$ cat src/rtl/instr_fetch_ctrl.sv
// instr_fetch_ctrl: PC sequencer for a single-cycle instruction ROM with a decode handshake.
// Optional WFI halt support is enabled by defining WFI_HALT_EN.
module instr_fetch_ctrl #(
   parameter int L        = 32,
   parameter int RESET_PC = 0,
   localparam int AW      = (L > 1) ? $clog2(L) : 1
) (
   input  logic          clk,
   input  logic          rst_n,
   input  logic          start,
   output logic [AW-1:0] rom_addr,
   output logic          rom_oe,
   input  logic [31:0]   rom_data,
   output logic [31:0]   instr,
   output logic [AW-1:0] instr_pc,
   output logic          instr_valid,
   input  logic          instr_ready,
   input  logic          redirect_valid,
   input  logic [AW-1:0] redirect_addr,
   input  logic          wake,
   output logic          halted
);

   localparam logic [AW-1:0] PC_RST = AW'(RESET_PC);
   localparam logic [AW-1:0] PC_END = AW'(L - 1);

   typedef enum logic [1:0] {
      IDLE,
      RUN,
      HALT
   } state_t;

   state_t        state_q;
   logic [AW-1:0] pc_q;
   logic [AW-1:0] ipc_q;
   logic [31:0]   instr_q;
   logic          valid_q;
   logic          halted_q;

   logic          fetch_en;
   logic          wfi_hit;
   logic          wake_en;
   logic [AW-1:0] pc_d;

   assign fetch_en = (state_q == RUN) & ~redirect_valid
                   & (~valid_q | instr_ready);

   // Depth need not be a power of two, so wrap explicitly.
   assign pc_d = (pc_q == PC_END) ? '0 : pc_q + 1'b1;

`ifdef WFI_HALT_EN
   localparam logic [31:0] WFI = 32'h10500073;
   assign wfi_hit = (rom_data == WFI);
   assign wake_en = wake;
`else
   logic unused_wake;
   assign unused_wake = wake;
   assign wfi_hit     = 1'b0;
   assign wake_en     = 1'b0;
`endif

   always_ff @(posedge clk or negedge rst_n) begin
      if (!rst_n) begin
         state_q  <= IDLE;
         pc_q     <= PC_RST;
         ipc_q    <= '0;
         instr_q  <= '0;
         valid_q  <= 1'b0;
         halted_q <= 1'b0;
      end else begin
         case (state_q)
            IDLE: begin
               if (start) state_q <= RUN;
            end
            default: begin
               if (redirect_valid) begin
                  // Flush wins even over a same-cycle accept.
                  pc_q     <= redirect_addr;
                  valid_q  <= 1'b0;
                  state_q  <= RUN;
                  halted_q <= 1'b0;
               end else if (fetch_en) begin
                  instr_q <= rom_data;
                  ipc_q   <= pc_q;
                  valid_q <= 1'b1;
                  pc_q    <= pc_d;
                  if (wfi_hit) begin
                     state_q  <= HALT;
                     halted_q <= 1'b1;
                  end
               end else begin
                  if (instr_ready) valid_q <= 1'b0;
                  if (state_q == HALT && wake_en) begin
                     state_q  <= RUN;
                     halted_q <= 1'b0;
                  end
               end
            end
         endcase
      end
   end

   assign rom_addr    = pc_q;
   assign rom_oe      = fetch_en;
   assign instr       = instr_q;
   assign instr_pc    = ipc_q;
   assign instr_valid = valid_q;
   assign halted      = halted_q;

endmodule

$ cat config.mk
export PLATFORM = sky130hd
export DESIGN_NAME = instr_fetch_ctrl
export DESIGN_NICKNAME = d
export VERILOG_FILES = /design/src/rtl/instr_fetch_ctrl.sv
export SDC_FILE = /design/constraint.sdc
export NUM_CORES = 1
export LEC_CHECK = 0
export ABC_AREA = 1
export CORE_MARGIN = 3
export CORE_UTILIZATION = 45
export CTS_BUF_LIST = sky130_fd_sc_hd__clkbuf_4
export DETAILED_ROUTE_END_ITERATION = 6
export HOLD_SLACK_MARGIN = 0.12
export MAX_ROUTING_LAYER = met4
export PLACE_DENSITY = 0.9
export SLEW_MARGIN = 5
export SYNTH_ARGS = -nofsm -noshare
export SYNTH_HDL_FRONTEND = slang
export SYNTH_SLANG_ARGS = --single-unit
$ cat constraint.sdc
create_clock -name clk -period 3 [get_ports clk]
set_clock_uncertainty 0.05 [all_clocks]
set_input_delay 0.6 -clock clk [delete_from_list [all_inputs] [get_ports clk]]
set_output_delay 0.6 -clock clk [all_outputs]
set_load 0.01 [all_outputs]
==> results of run 1 <==
[cell usage after synthesis]
library cell | instances | area share, %
nand2_1 | 114 | 23
ha_1 | 2 | 1.4
nand3_1 | 2 | 0.54
nand2_2 | 9 | 3.0
nand4_1 | 1 | 0.34
inv_4 | 2 | 0.68
or2_2 | 1 | 0.34
buf_4 | 2 | 0.81
nor2_1 | 4 | 0.81
buf_2 | 3 | 0.81
a21oi_1 | 1 | 0.27
o21a_1 | 1 | 0.41
buf_6 | 3 | 1.8
nand3_4 | 1 | 0.95
conb_1 | 1 | 0.20
inv_1 | 6 | 1.2
o21ai_1 | 5 | 1.4
dfrtp_1 | 44 | 59
a21boi_0 | 1 | 0.41
o21ai_0 | 5 | 1.4
buf_8 | 1 | 0.81
[routing by layer]
metal	GRT usage, %	part of all wire [%]
met1	23.74	45
met2	30.33	47
met3	5.180	6.9
met4	3.830	0.73
met5	-	0
[registers in the layout, indices dropped and copies added (netlist names)]
| register | cells |
|---|---|
| instr | 32 |
| instr_pc | 5 |
| instr_valid | 1 |
| rom_addr | 5 |
| state_q | 1 |
[metrics by stage]
stage          util, %  power (mW)  instances  cell area [um2]  setup slack [ps]
3_3_place_gp     70.63       1.125        336             2703             460.1
2_1_floorplan        -      0.8870        209             1853              1239
3_5_place_dp     70.63       1.138        336             2703             449.7
4_1_cts          71.98       1.409        344             2754             448.5
6_report         71.98       1.389        344             2754             462.2
5_1_grt          71.98       1.475        344             2754             404.6
[worst max path at each step]
stage | slack (ps) | depth (start not counted) | end | start
3_5_place_dp | 450 | 6 | rom_oe | instr_ready
5_1_grt | 400 | 6 | rom_oe | instr_ready
4_1_cts | 450 | 6 | rom_oe | instr_ready
6_report | 460 | 6 | rom_oe | instr_ready
3_3_place_gp | 460 | 6 | rom_oe | instr_ready
2_1_floorplan | 1240 | 5 | rom_oe | redirect_valid
[kinds of logic (layout without fill, tap and decap cells)]
kind of cell	count (synthesis)	count (layout)	share of synthesized area, %
adder cells (fa/ha/maj)	2	2	1.350
AO/OA/AOI/OAI	13	13	3.781
flip-flops	44	44	59.42
other	1	1	0.2024
AND/OR/NAND/NOR	132	132	29.10
buffers and inverters	17	104	6.143
[critical path, cell delays in order]
cell and delay, ps:
clkdlybuf4s50_1 450, inv_1 40, nand2_1 100, nand3_4 100, inv_4 60, clkdlybuf4s50_1 530
[power by group]
part	internal, mW	total [mW]	switching, mW
sequential	0.671	0.720	0.0491
combinational	0.228	0.401	0.173
clock	0.0862	0.269	0.182
[cell usage in the layout (no fill, tap or decap), drive strengths merged]
cell type,synthesis,routed
a21boi,1,1
a21oi,1,1
buf,9,4
clkbuf,0,5
clkdlybuf4s50,0,84
clkinv,0,3
conb,1,1
dfrtp,44,44
ha,2,2
inv,8,8
nand2,123,123
nand3,3,3
nand4,1,1
nor2,4,4
o21a,1,1
o21ai,10,10
or2,1,1
[area by class of cell]
class                   instances  area, um2
well taps                      48      60.06
clock inverters                 3      13.76
flip-flops and latches         44       1101
fillers                       310       1072
inverters                       8      35.03
repair buffers                 88      868.3
clock buffers                   5      37.54
multi-input cells             148      638.1
==> results.py, run 1 <==
metrics = {
    "clock_tree": {
        "cts_root_buffer": "clkbuf_4",
        "numCtsBuffers": 5,
        "cts_resized": 0,
        "clockBufferDepth": 2,
        "cts_setup_buffers": 0,
        "cts-hold-fix-buffers": 0,
        "cts_sinks": 44,
        "htreeDepth": 2,
        "clk_pin_slew_ps": 120,
        "clk_latency_ps": 350,
        "cts_tree": "built",
    },
    "job": {
        "cap_viol_max_count": 0,
    },
    "layout": {
        "fin_nets": 340,
        "drive_gt1_share_pct": 8.108,
        "syn_to_final_growth_pct": 48.62,
        "n_antenna_cell": 0,
    },
    "sta": {
        "clock.fmax_mhz": 394.0,
        "worstMarginPinSlew_ps": 955.6,
        "finalSetupViolCount": 0,
        "hold_viol": 0,
        "drv_slew": 0,
        "layout_worst_path_cycle_share_pct": 84.59,
        "holdWs_ps": 337.0,
        "slew_headroom_pct": 36.29,
        "setup_tns_ps": 0,
        "finalCriticalPeriod_ps": 2538,
        "rsz0062_at_grt": "no",
    },
    "placed_design": {
        "place_congestion": 0.7442,
        "port-buffer-count": 85,
        "dpl.hpwl_um": 3129,
    },
    "global_routing": {
        "grt_max_degree": 45,
        "first_global_vias": 1616,
        "antenna_found_initial": 0,
        "grt_usage_pct": 18.73,
        "gr-total-overflow": 0,
        "grt_pass1_wl_um": 7189,
    },
    "logic_synthesis": {
        "mappedNetlistArea_um2": 1853,
        "ys_types": 21,
        "syn_avg_cell_area_um2": 8.866,
        "yosys_warnings": 0,
        "yosysSeqAreaShare_pct": 59.42,
        "synth_cells": 209,
        "syn-num-nets": 254,
        "synth-seq-cells": 44,
    },
    "routing": {
        "ant_nets": 0,
        "avgRoutedWirePerCell_um": 12.30,
        "drtIter0Drc": 131,
        "vias_per_cell": 4.689,
        "drt-pass1-iter-count": 3,
        "drc": 0,
        "drt_wl_total_um": 4230,
        "vias": 1613,
    },
    "die": {
        "die_x_um": 70.17,
        "dieHeight_um": 70.17,
        "io_pins": 88,
        "die_area_um2": 4924,
        "core_area_um2": 3826,
        "row_count": 22,
        "start_util_pct": 48.43,
    },
    "critical_path": {
        "worstSetupStartpointType": "input port",
        "reg2reg_depth": 9,
        "rr_endpoint": "rom_addr[2]",
        "cp_max_fo": 2,
        "required_ps": 2350,
        "timing.rr.start": "rom_addr[0]",
        "r2r_slack_ps": 1350,
        "setup.worst_path.class": "input port to output port",
        "cp-end-kind": "output port",
        "critPathArrivalTime_ps": 1890,
    },
    "min_path": {
        "hp-class": "input port to asynchronous set/reset pin",
    },
    "outcome": {
        "outcome": "completed",
    },
    "power": {
        "max-vdd-ir-drop_uv": 313.6,
        "leakage_nw": 1.364,
        "p_per_area_nw_per_um2": 504.4,
    },
}
Power figures use the tool's default switching activity.
==> run 2: changes to the inputs <==
--- a/config.mk
+++ b/config.mk
@@ -7,12 +7,12 @@
 export LEC_CHECK = 0
 export ABC_AREA = 1
 export CORE_MARGIN = 3
-export CORE_UTILIZATION = 45
+export CORE_UTILIZATION = 42
 export CTS_BUF_LIST = sky130_fd_sc_hd__clkbuf_4
 export DETAILED_ROUTE_END_ITERATION = 6
 export HOLD_SLACK_MARGIN = 0.12
 export MAX_ROUTING_LAYER = met4
-export PLACE_DENSITY = 0.9
+export PLACE_DENSITY = 0.85
 export SLEW_MARGIN = 5
 export SYNTH_ARGS = -nofsm -noshare
 export SYNTH_HDL_FRONTEND = slang
==> constraint.sdc (replaced) <==
create_clock -name clk -period 2.6 [get_ports clk]
set_clock_uncertainty 0.05 [all_clocks]
set_input_delay 0.52 -clock clk [delete_from_list [all_inputs] [get_ports clk]]
set_output_delay 0.52 -clock clk [all_outputs]
set_load 0.01 [all_outputs]
==> results.py, run 2 (same netlist as run 1, synthesis figures left out) <==
metrics = {
    "sta": {
        "clock.fmax_mhz": 417.0,
        "drv_slew": 0,
        "finalSetupViolCount": 0,
        "rsz0062_at_grt": "no",
        "holdWs_ps": 251.6,
        "setup_tns_ps": 0,
        "slew_headroom_pct": 36.48,
        "worstMarginPinSlew_ps": 952.8,
        "layout_worst_path_cycle_share_pct": 92.23,
        "hold_viol": 0,
        "finalCriticalPeriod_ps": 2398,
    },
    "die": {
        "start_util_pct": 45.03,
        "row_count": 23,
        "die_area_um2": 5245,
        "core_area_um2": 4115,
        "io_pins": 88,
        "die_x_um": 72.42,
        "dieHeight_um": 72.42,
    },
    "layout": {
        "fin_util_pct": 68.84,
        "drive_gt1_share_pct": 8.446,
        "syn_to_final_growth_pct": 52.87,
        "final_area_um2": 2833,
        "final_common_cell": "nand2_1",
        "largest_reg_flops": 32,
        "fin_nets": 340,
        "n_antenna_cell": 0,
        "layout_common_cells": "nand2_1 (114), clkdlybuf4s50_1 (84), dfrtp_1 (44), nand2_2 (9), inv_1 (6)",
    },
    "outcome": {
        "outcome": "completed",
    },
    "critical_path": {
        "cp_max_fo": 2,
        "critPathArrivalTime_ps": 1830,
        "worstSetupStartpointType": "input port",
        "cp-end-kind": "output port",
        "r2r_slack_ps": 970,
        "required_ps": 2030,
        "timing.rr.start": "rom_addr[0]",
        "reg2reg_depth": 9,
        "rr_endpoint": "rom_addr[2]",
        "setup.worst_path.class": "input port to output port",
    },
    "placed_design": {
        "dpl.hpwl_um": 3111,
        "place_congestion": 0.8029,
        "port-buffer-count": 85,
        "placed_cell_area_um2": 2705,
    },
    "routing": {
        "drt-pass1-iter-count": 4,
        "drc": 0,
        "avgRoutedWirePerCell_um": 12.44,
        "vias": 1619,
        "drtIter0Drc": 95,
        "drt_wl_total_um": 4304,
        "ant_nets": 0,
        "vias_per_cell": 4.679,
    },
    "clock_tree": {
        "cts_setup_buffers": 0,
        "cts_sinks": 44,
        "htreeDepth": 2,
        "cts_resized": 0,
        "cts-hold-fix-buffers": 0,
        "cts_root_buffer": "clkbuf_4",
        "cts_tree": "built",
        "clockBufferDepth": 2,
        "clk_pin_slew_ps": 130,
        "clk_latency_ps": 340,
        "numCtsBuffers": 5,
    },
    "global_routing": {
        "first_global_vias": 1588,
        "antenna_found_initial": 0,
        "gr-total-overflow": 0,
        "grt_pass1_wl_um": 7238,
        "grt_max_degree": 45,
        "grt_usage_pct": 18.11,
    },
    "power": {
        "leakage_nw": 1.397,
        "max-vdd-ir-drop_uv": 383.6,
        "p_per_area_nw_per_um2": 674.4,
    },
    "min_path": {
        "hp-class": "input port to asynchronous set/reset pin",
    },
    "job": {
        "cap_viol_max_count": 0,
    },
}
run 2: cell count changes in the layout (fill, tap and decap cells not counted), sizes merged:
cell and change:
bufinv +3, clkinv -3
run 2: how the worst max path moves through the flow:
| stage | startpoint | endpoint | slack [ps] | depth (start not counted) |
|---|---|---|---|---|
| global route | instr_ready | rom_oe | 130 | 6 |
| detailed placement | instr_ready | rom_oe | 190 | 6 |
| finish | instr_ready | rom_oe | 200 | 6 |
| floorplan | redirect_valid | rom_oe | 1000 | 5 |
| CTS | instr_ready | rom_oe | 180 | 6 |
| global placement | instr_ready | rom_oe | 200 | 6 |
run 2: cell type report:
class	count	area (um2)
inverter	8	35.03
multi-input combinational	148	638.1
sequential	44	1101
fill	341	1282
timing repair buffer	88	868.3
clock buffer	5	37.54
tap	50	62.56
clock inverter	3	90.09
run 2: worst max-delay path: stages:
cell and delay, ps:
clkdlybuf4s50_1 460, inv_1 40, nand2_1 110, nand3_4 100, inv_4 60, clkdlybuf4s50_1 540
run 2: report_power, final:
part           internal (mW)  switching [mW]
clock                  0.396           0.219
combinational          0.263           0.200
sequential             0.774          0.0582
total                   1.43           0.477
run 2: per-stage QoR:
stage,worst slack [ps],std cells,power [mW]
floorplan,999.1,209,1.023
global placement,203.6,338,1.300
detailed placement,189.8,338,1.314
CTS,184.2,346,1.936
global route,133.3,346,2.011
finish,201.9,346,1.910
run 2: per-layer routing:
metal,GRT usage (%),vias to the layer above,wire [um]
met5,-,-,0
met4,4.303,0,20
met3,4.709,4,284
met2,28.92,65,2100
met1,23.29,740,1898
li1,-,810,-
